`src/rtl/rf_pkg.sv`:
```
// Shared types and constants for the multi-port register file and its scoreboard.
package rf_pkg;

  localparam int unsigned RF_DW    = 32;
  localparam int unsigned RF_AW    = 5;
  localparam int unsigned ZERO_REG = 0;

  typedef logic [RF_AW-1:0] regaddr_t;

  // Bundles one write port for callers; the register file itself takes flat vectors.
  typedef struct packed {
    logic             wen;
    regaddr_t         wsel;
    logic [RF_DW-1:0] wdat;
  } rf_wr_t;

endpackage

```
`src/rtl/rf_scoreboard.sv`:
```
// Per-register busy bits with reserve/writeback-clear priority and a registered population count.
module rf_scoreboard
  import rf_pkg::*;
#(
  parameter int unsigned NREG = 32,
  localparam int unsigned AW  = $clog2(NREG)
) (
  input  logic            clk_i,
  input  logic            rst_i,
  input  logic [NREG-1:0] clr_i,
  input  logic            rsv_en_i,
  input  logic [AW-1:0]   rsv_sel_i,
  output logic [NREG-1:0] busy_o,
  output logic [AW:0]     busy_cnt_o
);

  localparam logic [AW-1:0] ZeroAddr = AW'(ZERO_REG);

  logic [NREG-1:0] busy_q, busy_d;
  logic [AW:0]     cnt_q, cnt_d;

  always_comb begin
    busy_d = busy_q & ~clr_i;
    // Reserve applied after the clear so a new producer outranks a same-cycle writeback.
    if (rsv_en_i && (rsv_sel_i != ZeroAddr)) begin
      busy_d[rsv_sel_i] = 1'b1;
    end
    busy_d[0] = 1'b0;
    cnt_d = '0;
    for (int k = 0; k < NREG; k++) begin
      cnt_d = cnt_d + {{AW{1'b0}}, busy_d[k]};
    end
  end

  always_ff @(posedge clk_i) begin
    if (rst_i) begin
      busy_q <= '0;
      cnt_q  <= '0;
    end else begin
      busy_q <= busy_d;
      cnt_q  <= cnt_d;
    end
  end

  assign busy_o     = busy_q;
  assign busy_cnt_o = cnt_q;

endmodule

```
`src/rtl/register_file_mp.sv`:
```
// Multi-port register file with r0 hardwired to zero and a busy scoreboard.
// Optional same-cycle write-to-read forwarding when REGISTER_FILE_BYPASS_EN is defined.
module register_file_mp
  import rf_pkg::*;
#(
  parameter int unsigned DW   = 32,
  parameter int unsigned NREG = 32,
  parameter int unsigned NRD  = 2,
  parameter int unsigned NWR  = 1,
  localparam int unsigned AW  = $clog2(NREG)
) (
  input  logic              CLK,
  input  logic              RST,
  input  logic [NRD*AW-1:0] rsel,
  output logic [NRD*DW-1:0] rdat,
  output logic [NRD-1:0]    rbusy,
  input  logic [NWR-1:0]    wen,
  input  logic [NWR*AW-1:0] wsel,
  input  logic [NWR*DW-1:0] wdat,
  input  logic              rsv_en,
  input  logic [AW-1:0]     rsv_sel,
  output logic [AW:0]       busy_cnt
);

  localparam logic [AW-1:0] ZeroAddr = AW'(ZERO_REG);

  logic [DW-1:0]   regs_q [NREG];
  logic [DW-1:0]   regs_d [NREG];
  logic [NREG-1:0] clr_vec;
  logic [NREG-1:0] busy;

  // Ascending port order makes the highest-index writer win on address collisions.
  always_comb begin
    regs_d  = regs_q;
    clr_vec = '0;
    for (int j = 0; j < NWR; j++) begin
      if (wen[j] && (wsel[j*AW +: AW] != ZeroAddr)) begin
        regs_d[wsel[j*AW +: AW]]  = wdat[j*DW +: DW];
        clr_vec[wsel[j*AW +: AW]] = 1'b1;
      end
    end
  end

  always_ff @(posedge CLK) begin
    if (RST) begin
      regs_q <= '{default: '0};
    end else begin
      regs_q <= regs_d;
    end
  end

  rf_scoreboard #(
    .NREG(NREG)
  ) u_scoreboard (
    .clk_i     (CLK),
    .rst_i     (RST),
    .clr_i     (clr_vec),
    .rsv_en_i  (rsv_en),
    .rsv_sel_i (rsv_sel),
    .busy_o    (busy),
    .busy_cnt_o(busy_cnt)
  );

  always_comb begin
    rdat  = '0;
    rbusy = '0;
    for (int i = 0; i < NRD; i++) begin
      rdat[i*DW +: DW] = regs_q[rsel[i*AW +: AW]];
      rbusy[i]         = busy[rsel[i*AW +: AW]];
`ifdef REGISTER_FILE_BYPASS_EN
      for (int j = 0; j < NWR; j++) begin
        if (wen[j] && (wsel[j*AW +: AW] == rsel[i*AW +: AW]) &&
            (rsel[i*AW +: AW] != ZeroAddr)) begin
          rdat[i*DW +: DW] = wdat[j*DW +: DW];
          rbusy[i]         = rsv_en && (rsv_sel == rsel[i*AW +: AW]);
        end
      end
`endif
    end
  end

endmodule

```
`config.mk`:
```
export PLATFORM = sky130hd
export DESIGN_NAME = register_file_mp
export DESIGN_NICKNAME = d
export VERILOG_FILES = /design/src/rtl/rf_pkg.sv /design/src/rtl/rf_scoreboard.sv /design/src/rtl/register_file_mp.sv
export SDC_FILE = /design/constraint.sdc
export NUM_CORES = 2
export LEC_CHECK = 0
export BUFFER_PORTS_ARGS = -buffer_cell sky130_fd_sc_hd__clkbuf_2
export CAP_MARGIN = 5
export CELL_PAD_IN_SITES_DETAIL_PLACEMENT = 1
export CELL_PAD_IN_SITES_GLOBAL_PLACEMENT = 1
export CORE_ASPECT_RATIO = 1.4
export CORE_MARGIN = 2
export CORE_UTILIZATION = 30
export DETAILED_ROUTE_END_ITERATION = 16
export GPL_TIMING_DRIVEN = 0
export PLACE_DENSITY = 0.5
export SKIP_CTS_REPAIR_TIMING = 1
export SYNTH_ARGS = -nofsm -noshare
export SYNTH_HDL_FRONTEND = slang
export SYNTH_SLANG_ARGS = --single-unit
```
`constraint.sdc`:
```
create_clock -name CLK -period 9.9 [get_ports CLK]
set_input_delay 0.99 -clock CLK [delete_from_list [all_inputs] [get_ports CLK]]
set_output_delay 0.99 -clock CLK [all_outputs]
set_load 0.01 [all_outputs]
```
==> reports/summary.txt <==
status: complete, but fails checks
violated checks: capacitance limit, slew limit
Comb power frac: 11.0%
Row Count: 182
TritonRoute pass-1 iters: 5
clk_lat worst skew: 0.79 ns
commonest cells in the netlist: nand2_1, dfxtp_1, a21oi_1
mapped cell area: 53090 um^2
CP startpoint kind: primary input
cell accounting for the most synthesized area: dfxtp_1
FF-to-FF End: u_scoreboard.busy_cnt_o[4]$_SDFF_PP0_
worst hold margin: 0.4670 ns
asr flop ratio synth: 0%
initial antenna violation count: 13
Avg Cell Area, Syn: 9.122 um^2
wirelength, routed: 290400 um
Setup TNS Final: 0 ns
Starting DRT DRC Count: 4411
worst reg-to-reg setup slack: 4.53 ns
DRT antenna net count: 0
largest net degree at the start of global routing: 16
Via density: 5.733
RSZ-0062 raised after global routing: false
endpoints failing setup: 0
Hold Crit Start: regs_q[917]$_SDFFE_PP0P_
die width: 359.5 um
Layout area overhead: 14.41%
slew margin rel.: -7.481%
initial core utilization: 30.20%
Reg2Reg Launch Point: u_scoreboard.busy_o[2]$_SDFF_PP0_
clk sinks: 1061
clk buf depth: 3
Die ar.: 180400 um^2
Post-Syn Nets: 5908
Leakage: 19.89 nW
Routed WL per cell: 34.30 um
CP max FO: 10
worst reg-to-reg path cell count: 17
total number of vias: 48540
Seq pwr share: 42.0%
Int Pwr: 7.378 mW
Cell variety after synth: 54
critical path arrival: 7.56 ns
Fill cells: 20330
Synth area leaders: dfxtp_1, mux4_2, nand2_1
worst vdd ir: 0.1643 mV
post-layout util: 34.55%
Nets: 6153
Worst Hold Depth: 2
EDFF count, synth: 0
sequential area share after synthesis: 40.01%
Worst Hold Class: register to register
Synth top area share: 40.01%
grt ovf: 0
vias in the first global route: 49690
PwrDens: 169.5 nW/um^2
Root Driver: clkbuf_16
critical path required time: 10.56 ns
DRC: 0
Slew Limit Fails: 4
CP Capture Type: register
IO buf count: 121
Worst-Margin Slew: 1.597 ns
H-tree levels: 3
layout cells sized above 1: 18.92%
Mapped Cells: 5820
crit share post-route: 69.71%
die height: 501.7 um
first-pass GRT wire length: 399700 um
top-count cell post-synth: nand2_1
Net Sw Frac: 28.32%
Total GRT Usage: 31.68%
maximum operating frequency: 144.9 MHz
clock-pin slew on the worst setup and hold paths: 0.06 ns
FF+latch count, synth: 1061
switching pwr: 2.915 mW
Clock power frac: 47.0%
I/O Pins: 128
CTS buffer count: 120
Final GP Congestion: 0.9061
Crit Path Category: primary input to register
hpwl dp: 220900 um
core area: 175800 um^2
Worst Skew: 0.02158 ns
Synth Warn #: 0
Max-Cap Viols: 2
hold path endpoint: regs_q[917]$_SDFFE_PP0P_
TritonCTS clock tree: built
ys flop type: dfxtp_1
Final min period: 6.901 ns
endpoints failing hold: 0
[placed cells by master, fill, tap and decap left out, drive strengths merged, types with 9 or more instances in the layout]
cell type | Yosys | final
a21oi | 993 | 993
a22o | 12 | 12
a22oi | 19 | 19
and2 | 18 | 18
buf | 313 | 315
bufinv | 0 | 10
clkbuf | 281 | 585
clkinv | 0 | 23
dfxtp | 1061 | 1061
fa | 23 | 23
ha | 9 | 9
inv | 33 | 35
mux2i | 10 | 10
mux4 | 518 | 518
nand2 | 2022 | 2022
nand3 | 12 | 12
nand3b | 12 | 12
nor2 | 55 | 55
nor2b | 46 | 46
nor4 | 65 | 65
o22ai | 256 | 256
[worst max-delay path: stages]
cell and delay [ns]:
clkbuf_2 0.16, buf_2 0.26, and3b_1 0.19, clkbuf_1 0.43, nand2_1 0.60, a22oi_1 0.46, fa_1 0.49, fa_1 0.49
fa_1 0.51, inv_1 0.06, fa_1 0.52, fa_1 0.51, inv_1 0.05, fa_1 0.45, inv_1 0.07, ha_1 0.15
inv_1 0.06, fa_1 0.43, nor2b_1 0.15, o21ai_0 0.11, nor3b_1 0.15, nor3_1 0.25
[power by group through the flow]
stage	Sequential [mW]	Clock (mW)	Combinational, mW
detailed placement	4.42	0	1.12
finish	4.33	4.84	1.13
floorplan	4.41	0	0.540
CTS	4.33	4.90	1.12
global placement	4.42	0	1.11
global route	4.33	5.05	1.15
[kinds of logic after synthesis]
kind of cell / Yosys count / synth area share (%)
xor+xnor: 1 / 0.01650
flops: 1061 / 40.01
mux: 536 / 22.33
buf+inv: 627 / 6.163
compound gates: 1294 / 13.06
simple gates: 2269 / 17.34
fa+ha+maj: 32 / 1.079
[worst max path at each step]
stage,startpoint,endpoint,depth (start not counted)
after CTS,wsel[0],u_scoreboard.busy_cnt_o[4]$_SDFF_PP0_,22
after global routing,wsel[0],u_scoreboard.busy_cnt_o[4]$_SDFF_PP0_,22
after floorplan,wen,u_scoreboard.busy_cnt_o[4]$_SDFF_PP0_,20
after global placement,wsel[0],u_scoreboard.busy_cnt_o[4]$_SDFF_PP0_,22
final,wsel[0],u_scoreboard.busy_cnt_o[4]$_SDFF_PP0_,22
after detailed placement,wsel[0],u_scoreboard.busy_cnt_o[4]$_SDFF_PP0_,22
[per-stage QoR]
step,total power [mW],cell area [um^2],setup WS (ns),std cells
finish,10.29,60740,2.999,8466
floorplan,4.954,53090,3.802,5820
global route,10.53,60730,2.734,8464
CTS,10.35,60720,3.042,8463
global placement,5.532,56570,2.269,8241
detailed placement,5.538,56600,2.257,8243
[final cells by class]
| cell class | count | area (um^2) | share of cell area, % |
|---|---|---|---|
| Inverter | 33 | 123.9 | 0.2039 |
| Clock buffer | 183 | 3662 | 6.030 |
| Buffer | 594 | 3149 | 5.185 |
| Multi-Input combinational cell | 4132 | 28600 | 47.09 |
| Tap cell | 2300 | 2878 | 4.738 |
| Sequential cell | 1061 | 21240 | 34.97 |
| Antenna cell | 3 | 7.507 | 0.01236 |
| Timing Repair Buffer | 123 | 615.6 | 1.014 |
| Clock inverter | 37 | 459.2 | 0.7560 |
[per-layer routing]
metal  vias to the layer above  global-route usage, %  share of wire, %
met1                     25260                  38.44                40
met4                         2                  24.11               8.8
met5                         -                      0            0.0045
met3                       574                  3.782               5.1
li1                      20940                      -                 -
met2                      1765                  51.57                46
[state kept, by name, summed over array words and instances (netlist names)]
name / count
regs_q: 1024
u_scoreboard.busy_o: 31
u_scoreboard.busy_cnt_o: 6
No activity file was read; power rests on OpenSTA's default activity.
